**config.mk**
```make
export PLATFORM = sky130hd
export DESIGN_NAME = mem_wb_pipe_reg_flat
export DESIGN_NICKNAME = d
export VERILOG_FILES = /design/src/rtl/mem_wb_if.sv /design/src/rtl/mem_wb_pipe_reg.sv /design/src/flat_wrapper.sv
export SDC_FILE = /design/constraint.sdc
export NUM_CORES = 1
export LEC_CHECK = 0
export ABC_AREA = 1
export CAP_MARGIN = 20
export CORE_MARGIN = 3
export CORE_UTILIZATION = 27
export DETAILED_ROUTE_END_ITERATION = 10
export RECOVER_POWER = 100
export SKIP_CTS_REPAIR_TIMING = 1
export SYNTH_ARGS = -nofsm -noshare
export SYNTH_HDL_FRONTEND = slang
export SYNTH_SLANG_ARGS = --single-unit
```
**constraint.sdc**
```tcl
create_clock -name clk -period 1.7 [get_ports clk]
set_input_delay 0.255 -clock clk [delete_from_list [all_inputs] [get_ports clk]]
set_output_delay 0.255 -clock clk [all_outputs]
set_load 0.02 [all_outputs]
```
**src/rtl/mem_wb_if.sv**
```systemverilog
// MEM/WB bus: MEM-stage capture fields in, registered write-back fields out.
// The master drives the IN_* side; the pipeline register is the slave.
interface mem_wb_if #(
    parameter int DATA_W     = 32,
    parameter int REG_ADDR_W = 5
);
    logic                  IN_valid;
    logic [REG_ADDR_W-1:0] IN_write_addr;
    logic [DATA_W-1:0]     IN_alu_out;
    logic [DATA_W-1:0]     IN_dmem_out;
    logic [DATA_W-1:0]     IN_pc4;
    logic [1:0]            IN_wbsel;
    logic                  IN_reg_write_en;

    logic                  OUT_valid;
    logic [REG_ADDR_W-1:0] OUT_write_addr;
    logic [DATA_W-1:0]     OUT_wb_data;
    logic [1:0]            OUT_wbsel;
    logic                  OUT_reg_write_en;
    logic [31:0]           OUT_stall_cnt;
    logic [31:0]           OUT_retire_cnt;

    modport master (
        output IN_valid, IN_write_addr, IN_alu_out, IN_dmem_out, IN_pc4, IN_wbsel, IN_reg_write_en,
        input  OUT_valid, OUT_write_addr, OUT_wb_data, OUT_wbsel, OUT_reg_write_en,
               OUT_stall_cnt, OUT_retire_cnt
    );

    modport slave (
        input  IN_valid, IN_write_addr, IN_alu_out, IN_dmem_out, IN_pc4, IN_wbsel, IN_reg_write_en,
        output OUT_valid, OUT_write_addr, OUT_wb_data, OUT_wbsel, OUT_reg_write_en,
               OUT_stall_cnt, OUT_retire_cnt
    );
endinterface

```
**src/rtl/mem_wb_pipe_reg.sv**
```systemverilog
// DEPTH-stage MEM/WB pipeline register with stall, flush, x0 suppression and built-in WB mux.
// Define MEM_WB_PERF_CNT_EN to add saturating stall / retire counters.
module mem_wb_pipe_reg #(
    parameter int DATA_W     = 32,
    parameter int REG_ADDR_W = 5,
    parameter int DEPTH      = 1
) (
    input  logic     clk,
    input  logic     reset,
    input  logic     busywait,
    input  logic     flush,
    mem_wb_if.slave  bus
);
    if (DEPTH < 1 || DEPTH > 4) begin : g_bad_depth
        $error("mem_wb_pipe_reg: DEPTH must be in 1..4");
    end

    typedef struct packed {
        logic [REG_ADDR_W-1:0] addr;
        logic [DATA_W-1:0]     wb_data;
        logic [1:0]            wbsel;
        logic                  wr_en;
    } stage_t;

    stage_t           cap;
    stage_t           stg [1:DEPTH];
    logic [DEPTH:1]   vld_pipe;

    // Source select resolved at capture so each stage carries one data word.
    always_comb begin
        cap         = '0;
        cap.addr    = bus.IN_write_addr;
        cap.wbsel   = bus.IN_wbsel;
        cap.wr_en   = bus.IN_reg_write_en & bus.IN_valid & (bus.IN_write_addr != '0);
        case (bus.IN_wbsel)
            2'b01:   cap.wb_data = bus.IN_dmem_out;
            2'b10:   cap.wb_data = bus.IN_pc4;
            default: cap.wb_data = bus.IN_alu_out;
        endcase
    end

    // Reset and flush clear identically, so they share one branch ahead of the stall.
    always_ff @(posedge clk) begin
        if (!reset || flush) begin
            vld_pipe <= '0;
            for (int i = 1; i <= DEPTH; i++) stg[i] <= '0;
        end else if (!busywait) begin
            vld_pipe[1] <= bus.IN_valid;
            stg[1]      <= cap;
            for (int i = 2; i <= DEPTH; i++) begin
                vld_pipe[i] <= vld_pipe[i-1];
                stg[i]      <= stg[i-1];
            end
        end
    end

    assign bus.OUT_valid        = vld_pipe[DEPTH];
    assign bus.OUT_write_addr   = stg[DEPTH].addr;
    assign bus.OUT_wb_data      = stg[DEPTH].wb_data;
    assign bus.OUT_wbsel        = stg[DEPTH].wbsel;
    assign bus.OUT_reg_write_en = stg[DEPTH].wr_en & vld_pipe[DEPTH];

`ifdef MEM_WB_PERF_CNT_EN
    logic [31:0] stall_cnt;
    logic [31:0] retire_cnt;

    always_ff @(posedge clk) begin
        if (!reset) begin
            stall_cnt  <= '0;
            retire_cnt <= '0;
        end else begin
            if (!flush && busywait && (|vld_pipe) && (stall_cnt != '1))
                stall_cnt <= stall_cnt + 32'd1;
            if (!flush && !busywait && vld_pipe[DEPTH] && (retire_cnt != '1))
                retire_cnt <= retire_cnt + 32'd1;
        end
    end

    assign bus.OUT_stall_cnt  = stall_cnt;
    assign bus.OUT_retire_cnt = retire_cnt;
`else
    assign bus.OUT_stall_cnt  = 32'd0;
    assign bus.OUT_retire_cnt = 32'd0;
`endif
endmodule

```
**src/flat_wrapper.sv**
```systemverilog
// flat-port wrapper written by rule: the top's interface ports become plain ports
module mem_wb_pipe_reg_flat 
#(
    parameter int DATA_W     = 32,
    parameter int REG_ADDR_W = 5,
    parameter int DEPTH      = 1
)
  (clk, reset, busywait, flush, bus_IN_valid, bus_IN_write_addr, bus_IN_alu_out, bus_IN_dmem_out, bus_IN_pc4, bus_IN_wbsel, bus_IN_reg_write_en, bus_OUT_valid, bus_OUT_write_addr, bus_OUT_wb_data, bus_OUT_wbsel, bus_OUT_reg_write_en, bus_OUT_stall_cnt, bus_OUT_retire_cnt);
  mem_wb_if #(.DATA_W(DATA_W), .REG_ADDR_W(REG_ADDR_W)) bus_i ();
  input  logic clk;
  input  logic reset;
  input  logic busywait;
  input  logic flush;
  input wire logic [$bits(bus_i.IN_valid)-1:0] bus_IN_valid;
  input wire logic [$bits(bus_i.IN_write_addr)-1:0] bus_IN_write_addr;
  input wire logic [$bits(bus_i.IN_alu_out)-1:0] bus_IN_alu_out;
  input wire logic [$bits(bus_i.IN_dmem_out)-1:0] bus_IN_dmem_out;
  input wire logic [$bits(bus_i.IN_pc4)-1:0] bus_IN_pc4;
  input wire logic [$bits(bus_i.IN_wbsel)-1:0] bus_IN_wbsel;
  input wire logic [$bits(bus_i.IN_reg_write_en)-1:0] bus_IN_reg_write_en;
  output wire logic [$bits(bus_i.OUT_valid)-1:0] bus_OUT_valid;
  output wire logic [$bits(bus_i.OUT_write_addr)-1:0] bus_OUT_write_addr;
  output wire logic [$bits(bus_i.OUT_wb_data)-1:0] bus_OUT_wb_data;
  output wire logic [$bits(bus_i.OUT_wbsel)-1:0] bus_OUT_wbsel;
  output wire logic [$bits(bus_i.OUT_reg_write_en)-1:0] bus_OUT_reg_write_en;
  output wire logic [$bits(bus_i.OUT_stall_cnt)-1:0] bus_OUT_stall_cnt;
  output wire logic [$bits(bus_i.OUT_retire_cnt)-1:0] bus_OUT_retire_cnt;
  assign bus_i.IN_valid = bus_IN_valid;
  assign bus_i.IN_write_addr = bus_IN_write_addr;
  assign bus_i.IN_alu_out = bus_IN_alu_out;
  assign bus_i.IN_dmem_out = bus_IN_dmem_out;
  assign bus_i.IN_pc4 = bus_IN_pc4;
  assign bus_i.IN_wbsel = bus_IN_wbsel;
  assign bus_i.IN_reg_write_en = bus_IN_reg_write_en;
  assign bus_OUT_valid = bus_i.OUT_valid;
  assign bus_OUT_write_addr = bus_i.OUT_write_addr;
  assign bus_OUT_wb_data = bus_i.OUT_wb_data;
  assign bus_OUT_wbsel = bus_i.OUT_wbsel;
  assign bus_OUT_reg_write_en = bus_i.OUT_reg_write_en;
  assign bus_OUT_stall_cnt = bus_i.OUT_stall_cnt;
  assign bus_OUT_retire_cnt = bus_i.OUT_retire_cnt;
  mem_wb_pipe_reg #(.DATA_W(DATA_W), .REG_ADDR_W(REG_ADDR_W), .DEPTH(DEPTH)) u_core (.clk(clk), .reset(reset), .busywait(busywait), .flush(flush), .bus(bus_i));
endmodule
```
==> flow_metrics.env, run 1 <==
export IMPL_grt_pass1_wl_mm=11.85
export IMPL_synth_top_family_by_area="simple AND/OR/NAND/NOR gates"
export IMPL_antenna_found_initial=0
export IMPL_drtIter0Drc=93
export IMPL_synth_xor_area_share_pct=0
export IMPL_slew_headroom_pct=61.39
export IMPL_swShare_pct=27.22
export IMPL_whs_ns=0.4786
export IMPL_period_share_pct=92.92
export IMPL_ir_drop_mv=0.4651
export IMPL_syn_to_final_growth_pct=41.52
export IMPL_io_pins=214
export IMPL_num_rows=39
export IMPL_drtPass1Iterations=4
export IMPL_grt_max_degree=41
export IMPL_endpoint_kind="register"
export IMPL_vias=2646
export IMPL_cts_sinks=41
export IMPL_fin_nets=643
export IMPL_core_area_mm2=0.01147
export IMPL_start_kind="primary input"
export IMPL_n_antenna_cell=0
export IMPL_power_leakage_nw=2.099
export IMPL_pwr_share_clk_pct=35.3
export IMPL_clkTransAtPathRegs_ns=0.06
export IMPL_synth_area_mm2=0.003188
export IMPL_grt_use_met3_pct=2.801
export IMPL_fillers=1182
export IMPL_insertion_delay_ns=0.28
export IMPL_clockBufferDepth=2
export IMPL_startpoint="bus_IN_wbsel[0]"
export IMPL_worstPathArrival_ns=1.62
export IMPL_setup_violations_final=0
export IMPL_dieHeight_um=114.7
export IMPL_drtAntennaViolNets=0
export IMPL_stdcell_count=676
export IMPL_regToRegStartpoint="u_core.bus.OUT_valid$_SDFFE_PP0N_"
export IMPL_synthAdderAreaFrac_pct=0.7849
export IMPL_grt_pass1_vias=2465
export IMPL_critPathRequiredTime_ns=1.74
export IMPL_finalHoldViolCount=0
export IMPL_synth_compound_area_share_pct=0.1570
export IMPL_drive_gt1_share_pct=4.503
export IMPL_initial_core_util_pct=27.80
export IMPL_use_met1_pct=13.23
export IMPL_fin_crit_ns=1.580
export IMPL_placedCellCount=668
export IMPL_numPortBuffers=149
export IMPL_cts_root_buf="clkbuf_16"
export IMPL_grtUsageMet2_pct=21.50
export IMPL_grt_overflow_total=0
export IMPL_fmax_mhz=633.1
export IMPL_yosys_warnings=0
export IMPL_ys_seq_elements=41
export IMPL_hold_path_class="register to register"
export IMPL_cp_max_fo=33
export IMPL_maxCapViolCount=0
export IMPL_detail_route_wl_per_cell_um=11.70
export IMPL_fin_util_pct=39.35
export IMPL_finalClockSkew_ns=0
export IMPL_tightest_slew_ns=0.5792
export IMPL_p_sw_uw=865.2
export IMPL_tritoncts="built"
export IMPL_grt_busiest_layer="met2"
export IMPL_critPathKind="primary input to register"
export IMPL_die_x_um=114.7
export IMPL_yosysSeqAreaShare_pct=38.30
export IMPL_synthMuxAreaShare_pct=0
export IMPL_cts_inserted_buffers=5
export IMPL_syn_instance_count=420
export IMPL_hpwl_mm=6.178
export IMPL_pwr_share_seq_pct=37.5
export IMPL_gp_congestion=0.6951
export IMPL_pwr_share_comb_pct=27.2
export IMPL_wirelength_mm=7.912
export IMPL_hp_start="u_core.bus.OUT_valid$_SDFFE_PP0N_"
export IMPL_syn_area_per_cell_um2=7.591
export IMPL_cts_max_level=2
export IMPL_grtUsageTotal_pct=11.46
export IMPL_p_int_mw=2.314
export IMPL_viasPerCell=3.914
export IMPL_die_area_mm2=0.01315
export IMPL_power_density_mw_per_mm2=704.6
export IMPL_yosys_area_share_simple_pct=31.55
export IMPL_finalMaxSlewViolations=0
export IMPL_synth_distinct_cells=18
export IMPL_drc=0
export IMPL_rsz0062_at_grt="no"
export IMPL_status="completed"
## cells by family after synthesis
kind of cell / after synthesis
AO/OA/AOI/OAI: 1
adder cells (fa/ha/maj): 2
buffers and inverters: 132
flip-flops: 41
other: 1
AND/OR/NAND/NOR: 243
## cells in the mapped netlist
library cell,count,area share (%)
a21oi_1,1,0.16
buf_2,9,1.4
buf_4,106,25
buf_6,3,1.1
conb_1,1,0.12
dfxtp_1,1,0.63
edfxtp_1,40,38
ha_1,2,0.78
inv_1,11,1.3
inv_2,3,0.35
nand2_1,133,16
nand2_2,1,0.20
nand3_1,1,0.16
nand4_1,1,0.20
nor2_1,74,8.7
nor2_4,1,0.35
or2_0,30,5.9
or2_1,2,0.39
## cell usage in the layout (no fill, tap or decap)
cell             instances
nand3_1                  1
clkinvlp_4               1
inv_1                   12
nor2_1                  75
clkbuf_16                5
buf_12                   2
dlygate4sd3_1           41
a21oi_1                  1
inv_2                    2
nand2_2                  2
conb_1                  64
nand4_1                  1
ha_1                     1
clkbuf_8                 1
edfxtp_1                40
nand2_1                132
clkdlybuf4s50_1        108
bufinv_16                1
dfxtp_1                  1
or2_0                   30
buf_4                    8
clkbuf_4                 1
or2_1                    2
ha_4                     1
## state kept, by name, indices dropped and copies added (netlist names)
| register | cells |
|---|---|
| u_core.stg | 40 |
| u_core.bus.OUT_valid | 1 |
## critical path, cell delays in order
cell,delay [ns]
clkdlybuf4s50_1,0.49
inv_1,0.09
ha_4,0.27
inv_2,0.04
buf_12,0.15
or2_0,0.21
nand2_1,0.07
nor2_1,0.04
## power by group through the flow
stage,Clock (mW),Combinational (mW),Sequential (mW)
2_1_floorplan,0,0.647,1.21
3_3_place_gp,0,0.893,1.21
3_5_place_dp,0,0.897,1.22
4_1_cts,1.17,0.899,1.20
5_1_grt,1.19,0.946,1.20
6_report,1.12,0.864,1.19
## worst paths after layout
| kind | end | slack [ns] | depth (start not counted) |
|---|---|---|---|
| min | u_core.bus.OUT_valid$_SDFFE_PP0N_ | 0.48 | 2 |
| max | u_core.stg[1][8]$_SDFFCE_PN0P_ | 0.12 | 8 |
| min reg2reg | u_core.bus.OUT_valid$_SDFFE_PP0N_ | 0.48 | 2 |
| max reg2reg | u_core.bus.OUT_valid$_SDFFE_PP0N_ | 1.09 | 2 |
## metrics by stage
| step | total power, mW | setup slack [ns] | TNS (ns) | instance area, um^2 |
|---|---|---|---|---|
| floorplan | 1.860 | 0.1066 | 0 | 3425 |
| global placement | 2.107 | -0.2033 | -5.582 | 4343 |
| detailed placement | 2.115 | -0.2131 | -5.998 | 4343 |
| CTS | 3.262 | 0.08640 | 0 | 4519 |
| global route | 3.333 | 0.02061 | 0 | 4512 |
| finish | 3.179 | 0.1204 | 0 | 4512 |
## layout make-up
cell class                      count  area, um^2  share of cell area (%)
Timing Repair Buffer              160        1599                   35.44
Multi-Input combinational cell    310        1284                   28.45
Sequential cell                    41        1221                   27.07
Tap cell                          143       178.9                   3.966
Clock buffer                        6       138.9                   3.078
Inverter                           14       52.55                   1.165
Clock inverter                      2       37.54                  0.8319
## metal layers
metal  up-vias  wire [um]
met4         0         48
met1      1171       3048
met3         5        772
met2       136       4043
met5         -          0
li1       1334          -
No activity file was read; power rests on OpenSTA's default activity.
==> run 2: changes to the inputs <==
==> constraint.sdc (replaced) <==
create_clock -name clk -period 1.8 [get_ports clk]
set_input_delay 0.27 -clock clk [delete_from_list [all_inputs] [get_ports clk]]
set_output_delay 0.27 -clock clk [all_outputs]
set_load 0.02 [all_outputs]
==> run 2 against run 1 <==
  * Worst setup slack got worse by 0.017 ns
  * Sequential cell count is the same
  * Total power is 5.6% lower
  * Design area is 0.72% lower
  * Final cell count decreased by 0.30%
  * Clock skew is the same
  * Global-route usage hardly changed
  * Critical endpoint is now bus_OUT_reg_write_en
==> flow_metrics.env, run 2 (same netlist as run 1, synthesis figures left out) <==
export IMPL_status="completed"
export IMPL_pwr_share_seq_pct=37.5
export IMPL_slew_headroom_pct=47.76
export IMPL_n_antenna_cell=0
export IMPL_core_area_mm2=0.01147
export IMPL_finalClockSkew_ns=0
export IMPL_hold_path_class="register to register"
export IMPL_num_rows=39
export IMPL_dieHeight_um=114.7
export IMPL_fin_crit_ns=1.697
export IMPL_grt_pass1_vias=2429
export IMPL_clockBufferDepth=2
export IMPL_grt_max_degree=41
export IMPL_finalMaxSlewViolations=0
export IMPL_critPathRequiredTime_ns=1.53
export IMPL_wirelength_mm=8.021
export IMPL_cp_top_family="buffers and inverters"
export IMPL_cpPeakStageDelay_ns=0.65
export IMPL_fin_util_pct=39.06
export IMPL_placed_cell_area_mm2=0.004328
export IMPL_tightest_slew_ns=0.7817
export IMPL_grt_pass1_wl_mm=12.06
export IMPL_maxCapViolCount=0
export IMPL_ir_drop_mv=0.3278
export IMPL_hpwl_mm=6.239
export IMPL_place_ws_ns=-0.1548
export IMPL_syn_to_final_growth_pct=40.50
export IMPL_grt_overflow_total=0
export IMPL_crit_slowest_cell="dlygate4sd3_1"
export IMPL_cts_inserted_buffers=5
export IMPL_fin_nets=641
export IMPL_initial_core_util_pct=27.80
export IMPL_fin_ws_ns=0.1032
export IMPL_power_leakage_nw=2.086
export IMPL_die_x_um=114.7
export IMPL_fmax_mhz=589.3
export IMPL_reg2reg_slack_ns=1.20
export IMPL_gp_congestion=0.7093
export IMPL_pwr_share_clk_pct=35.4
export IMPL_rsz0062_at_grt="no"
export IMPL_drive_gt1_share_pct=4.143
export IMPL_endpoint_kind="primary output"
export IMPL_crit_chain="nand2_1 -> inv_1 -> dlygate4sd3_1"
export IMPL_viasPerCell=3.856
export IMPL_crit_buf_inv=2
export IMPL_p_int_mw=2.183
export IMPL_io_pins=214
export IMPL_tritoncts="built"
export IMPL_clkTransAtPathRegs_ns=0.06
export IMPL_detail_route_wl_per_cell_um=11.90
export IMPL_placedCellCount=666
export IMPL_drtPass1Iterations=4
export IMPL_setup_violations_final=0
export IMPL_insertion_delay_ns=0.28
export IMPL_layout_common_cells="132 x nand2_1, 108 x clkdlybuf4s50_1, 74 x nor2_1"
export IMPL_layout_commonest_cell="nand2_1"
export IMPL_pwr_share_comb_pct=27.1
export IMPL_power_density_mw_per_mm2=670.3
export IMPL_largest_reg_flops=40
export IMPL_cts_sinks=41
export IMPL_drc=0
export IMPL_die_area_mm2=0.01315
export IMPL_largest_register="u_core.stg"
export IMPL_worstPathArrival_ns=1.43
export IMPL_finalInstanceArea_mm2=0.004479
export IMPL_numPortBuffers=149
export IMPL_critPathKind="register to primary output"
export IMPL_p_sw_uw=819.7
export IMPL_grtUsageTotal_pct=11.50
export IMPL_antenna_found_initial=0
export IMPL_start_kind="register"
export IMPL_period_share_pct=94.27
export IMPL_finalHoldViolCount=0
export IMPL_drtIter0Drc=75
export IMPL_cts_max_level=2
export IMPL_stdcell_count=674
export IMPL_cp_max_fo=1
export IMPL_vias=2599
export IMPL_cts_root_buf="clkbuf_16"
export IMPL_swShare_pct=27.30
export IMPL_drtAntennaViolNets=0
run 2: cell count changes in the layout (fill, tap and decap cells not counted):
cell | previous run | this run
buf_12 | 2 | 1
nor2_1 | 75 | 74
inv_2 | 2 | 3
nor2_4 | 0 | 1
buf_6 | 0 | 1
ha_4 | 1 | 0
clkbuf_1 | 0 | 1
inv_1 | 12 | 11
buf_4 | 8 | 5
ha_1 | 1 | 2
run 2: metal layers:
metal / wire [um] / track usage (%)
met5: 0 / 0
met4: 42 / 2.138
met3: 851 / 2.748
met2: 4032 / 21.07
met1: 3094 / 13.67
run 2: worst register-to-register path: stages, from the launching register on:
cell	delay (ns)
dfxtp_1	0.36
nand2_1	0.06
a21oi_1	0.12
run 2: path summary, 6_finish.rpt:
check	startpoint	end	depth (start not counted)
max reg2reg	u_core.bus.OUT_valid$_SDFFE_PP0N_	u_core.bus.OUT_valid$_SDFFE_PP0N_	2
min	u_core.bus.OUT_valid$_SDFFE_PP0N_	u_core.bus.OUT_valid$_SDFFE_PP0N_	2
max	u_core.stg[1][0]$_SDFFCE_PN0P_	bus_OUT_reg_write_en	3
min reg2reg	u_core.bus.OUT_valid$_SDFFE_PP0N_	u_core.bus.OUT_valid$_SDFFE_PP0N_	2
run 2: stage by stage:
stage / total power, mW / TNS, ns / hold WS (ns)
finish: 3.002 / 0 / 0.4823
floorplan: 1.757 / 0 / 0.4110
global placement: 1.995 / -4.341 / 0.4651
CTS: 3.086 / 0 / 0.4906
detailed placement: 2.000 / -5.183 / 0.4799
global route: 3.160 / 0 / 0.5006
run 2: area by class of cell:
class	instances	area, um^2
Sequential cell	41	1221
Tap cell	143	178.9
Clock inverter	2	37.54
Inverter	14	52.55
Clock buffer	6	138.9
Timing Repair Buffer	158	1572
Multi-Input combinational cell	310	1279
Fill cell	1212	6988
run 2: power by group through the flow:
stage | registers [mW] | logic, mW | clock network, mW
floorplan | 1.15 | 0.611 | 0
global placement | 1.15 | 0.847 | 0
detailed placement | 1.15 | 0.850 | 0
CTS | 1.13 | 0.853 | 1.10
global route | 1.13 | 0.889 | 1.14
finish | 1.13 | 0.812 | 1.06
==> run 3: changes to the inputs <==
--- a/config.mk
+++ b/config.mk
@@ -7,9 +7,13 @@
 export LEC_CHECK = 0
 export ABC_AREA = 1
 export CAP_MARGIN = 20
+export CELL_PAD_IN_SITES_DETAIL_PLACEMENT = 0
+export CELL_PAD_IN_SITES_GLOBAL_PLACEMENT = 1
 export CORE_MARGIN = 3
-export CORE_UTILIZATION = 27
+export CORE_UTILIZATION = 24
 export DETAILED_ROUTE_END_ITERATION = 10
+export GPL_ROUTABILITY_DRIVEN = 0
+export PLACE_DENSITY_LB_ADDON = 0.1
 export RECOVER_POWER = 100
 export SKIP_CTS_REPAIR_TIMING = 1
 export SYNTH_ARGS = -nofsm -noshare
==> run 3 against run 2 <==
  * Total power is 0.26% higher
  * Final cell count is 4.5% higher
  * Sequential cell count unchanged
  * Fmax is 2.3% higher
  * Count of clock-buffer cells in the layout unchanged
  * Critical endpoint is now u_core.stg[1][5]$_SDFFCE_PN0P_
  * Clock skew stayed put
  * Design area up 0.73%
  * First-iteration DRC count is 32% higher
  * Non-clock buffer count grew 1
  * Largest power group unchanged
  * Critical path depth up 5
  * Die area rose by 12%
==> flow_metrics.env, run 3 (same netlist as run 1, synthesis figures left out) <==
export IMPL_fillers=1367
export IMPL_regToRegStartpoint="u_core.bus.OUT_valid$_SDFFE_PP0N_"
export IMPL_power_density_mw_per_mm2=667.2
export IMPL_finalHoldViolCount=0
export IMPL_wirelength_mm=8.757
export IMPL_tightest_slew_ns=0.6038
export IMPL_fin_nets=642
export IMPL_detail_route_wl_per_cell_um=12.44
export IMPL_power_leakage_nw=2.091
export IMPL_hpwl_mm=6.572
export IMPL_period_share_pct=92.18
export IMPL_core_area_mm2=0.01282
export IMPL_cts_inserted_buffers=5
export IMPL_antenna_found_initial=0
export IMPL_drtPass1Iterations=4
export IMPL_slew_headroom_pct=59.75
export IMPL_status="completed"
export IMPL_fin_crit_ns=1.659
export IMPL_hp_start="u_core.bus.OUT_valid$_SDFFE_PP0N_"
export IMPL_cts_sinks=41
export IMPL_critPathRequiredTime_ns=1.84
export IMPL_drtAntennaViolNets=0
export IMPL_num_rows=41
export IMPL_cp_max_fo=33
export IMPL_drc=0
export IMPL_final_setup_tns_ns=0
export IMPL_grt_pass1_wl_mm=12.75
export IMPL_fin_util_pct=35.18
export IMPL_grt_pass1_vias=2398
export IMPL_grtUsageTotal_pct=11.27
export IMPL_layout_common_cells="132 x nand2_1, 107 x clkdlybuf4s50_1, 74 x nor2_1"
export IMPL_cts_max_level=2
export IMPL_hold_path_class="register to register"
export IMPL_hold_path_depth=2
export IMPL_finalMaxSlewViolations=0
export IMPL_largest_register="u_core.stg"
export IMPL_grt_max_degree=41
export IMPL_drtIter0Drc=99
export IMPL_die_area_mm2=0.01470
export IMPL_critPathKind="primary input to register"
export IMPL_syn_to_final_growth_pct=41.52
export IMPL_multiInputGateArea_mm2=0.001279
export IMPL_ir_drop_mv=0.3264
export IMPL_reg2reg_slack_ns=1.21
export IMPL_cts_root_buf="clkbuf_16"
export IMPL_io_pins=214
export IMPL_hold_end="u_core.bus.OUT_valid$_SDFFE_PP0N_"
export IMPL_worstPathArrival_ns=1.70
export IMPL_rsz0062_at_grt="no"
export IMPL_rr_worst_depth=2
export IMPL_maxCapViolCount=0
export IMPL_setup_violations_final=0
export IMPL_start_kind="primary input"
export IMPL_initial_core_util_pct=24.86
export IMPL_whs_ns=0.4695
export IMPL_grt_overflow_total=0
export IMPL_drive_gt1_share_pct=4.323
export IMPL_finalClockSkew_ns=0
export IMPL_endpoint_kind="register"
export IMPL_dieHeight_um=121.3
export IMPL_n_antenna_cell=0
export IMPL_viasPerCell=3.646
export IMPL_vias=2567
export IMPL_clkTransAtPathRegs_ns=0.06
export IMPL_layout_commonest_cell="nand2_1"
export IMPL_clockBufferDepth=2
export IMPL_insertion_delay_ns=0.28
export IMPL_fmax_mhz=602.7
export IMPL_tritoncts="built"
export IMPL_rr_endpoint="u_core.bus.OUT_valid$_SDFFE_PP0N_"
export IMPL_numPortBuffers=149
export IMPL_die_x_um=121.3
export IMPL_seqCellArea_mm2=0.001221
export IMPL_largest_reg_flops=40
[run 3: cell types whose count changed in the layout (fill, tap and decap cells not counted), sizes merged]
cell           previous run  this run
buf                       7         8
clkdlybuf4s50           108       107
dlygate4sd3              41        42
[run 3: critical path, stage by stage]
cell and delay, ns:
clkdlybuf4s50_1 0.51, inv_1 0.07, ha_1 0.30, inv_2 0.04
buf_6 0.17, or2_0 0.23, nand2_1 0.07, nor2_1 0.03
[run 3: report_power, final]
group | internal, mW | switching, mW | total [mW]
Clock | 0.693 | 0.381 | 1.07
Combinational | 0.371 | 0.441 | 0.812
Sequential | 1.11 | 0.0129 | 1.12
Total | 2.18 | 0.835 | 3.01
[run 3: how the worst max path moves through the flow]
stage / slack (ns) / startpoint / endpoint
6_report: 0.14 / bus_IN_wbsel[0] / u_core.stg[1][5]$_SDFFCE_PN0P_
5_1_grt: 0.06 / bus_IN_wbsel[0] / u_core.stg[1][9]$_SDFFCE_PN0P_
4_1_cts: 0.17 / bus_IN_wbsel[0] / u_core.stg[1][29]$_SDFFCE_PN0P_
3_5_place_dp: -0.13 / bus_IN_wbsel[0] / u_core.stg[1][27]$_SDFFCE_PN0P_
3_3_place_gp: -0.12 / bus_IN_wbsel[0] / u_core.stg[1][27]$_SDFFCE_PN0P_
2_1_floorplan: 0.19 / reset / u_core.stg[1][0]$_SDFFCE_PN0P_
[run 3: per-layer routing]
| layer | up-vias | global-route usage, % | routed length, um |
|---|---|---|---|
| met5 | - | 0 | 0 |
| met4 | 0 | 2.521 | 53 |
| met3 | 2 | 3.077 | 758 |
| met2 | 129 | 19.62 | 4219 |
| met1 | 1104 | 13.90 | 3725 |
| li1 | 1332 | - | - |
[run 3: per-stage QoR]
step                cell area [um^2]  cells  power [mW]  worst slack (ns)
global placement                4359    696       2.001           -0.1197
global route                    4512    704       3.183           0.06320
finish                          4512    704       3.010            0.1408
detailed placement              4359    696       2.000           -0.1297
floorplan                       3425    483       1.757            0.1916
CTS                             4536    704       3.104            0.1695
[run 3: final cells by class]
| class | instances | share of cell area, % |
|---|---|---|
| clock buffer | 6 | 3.078 |
| multi-input combinational | 310 | 28.34 |
| inverter | 14 | 1.165 |
| timing repair buffer | 159 | 34.75 |
| clock inverter | 2 | 0.8319 |
| sequential | 41 | 27.07 |
| tap | 172 | 4.770 |
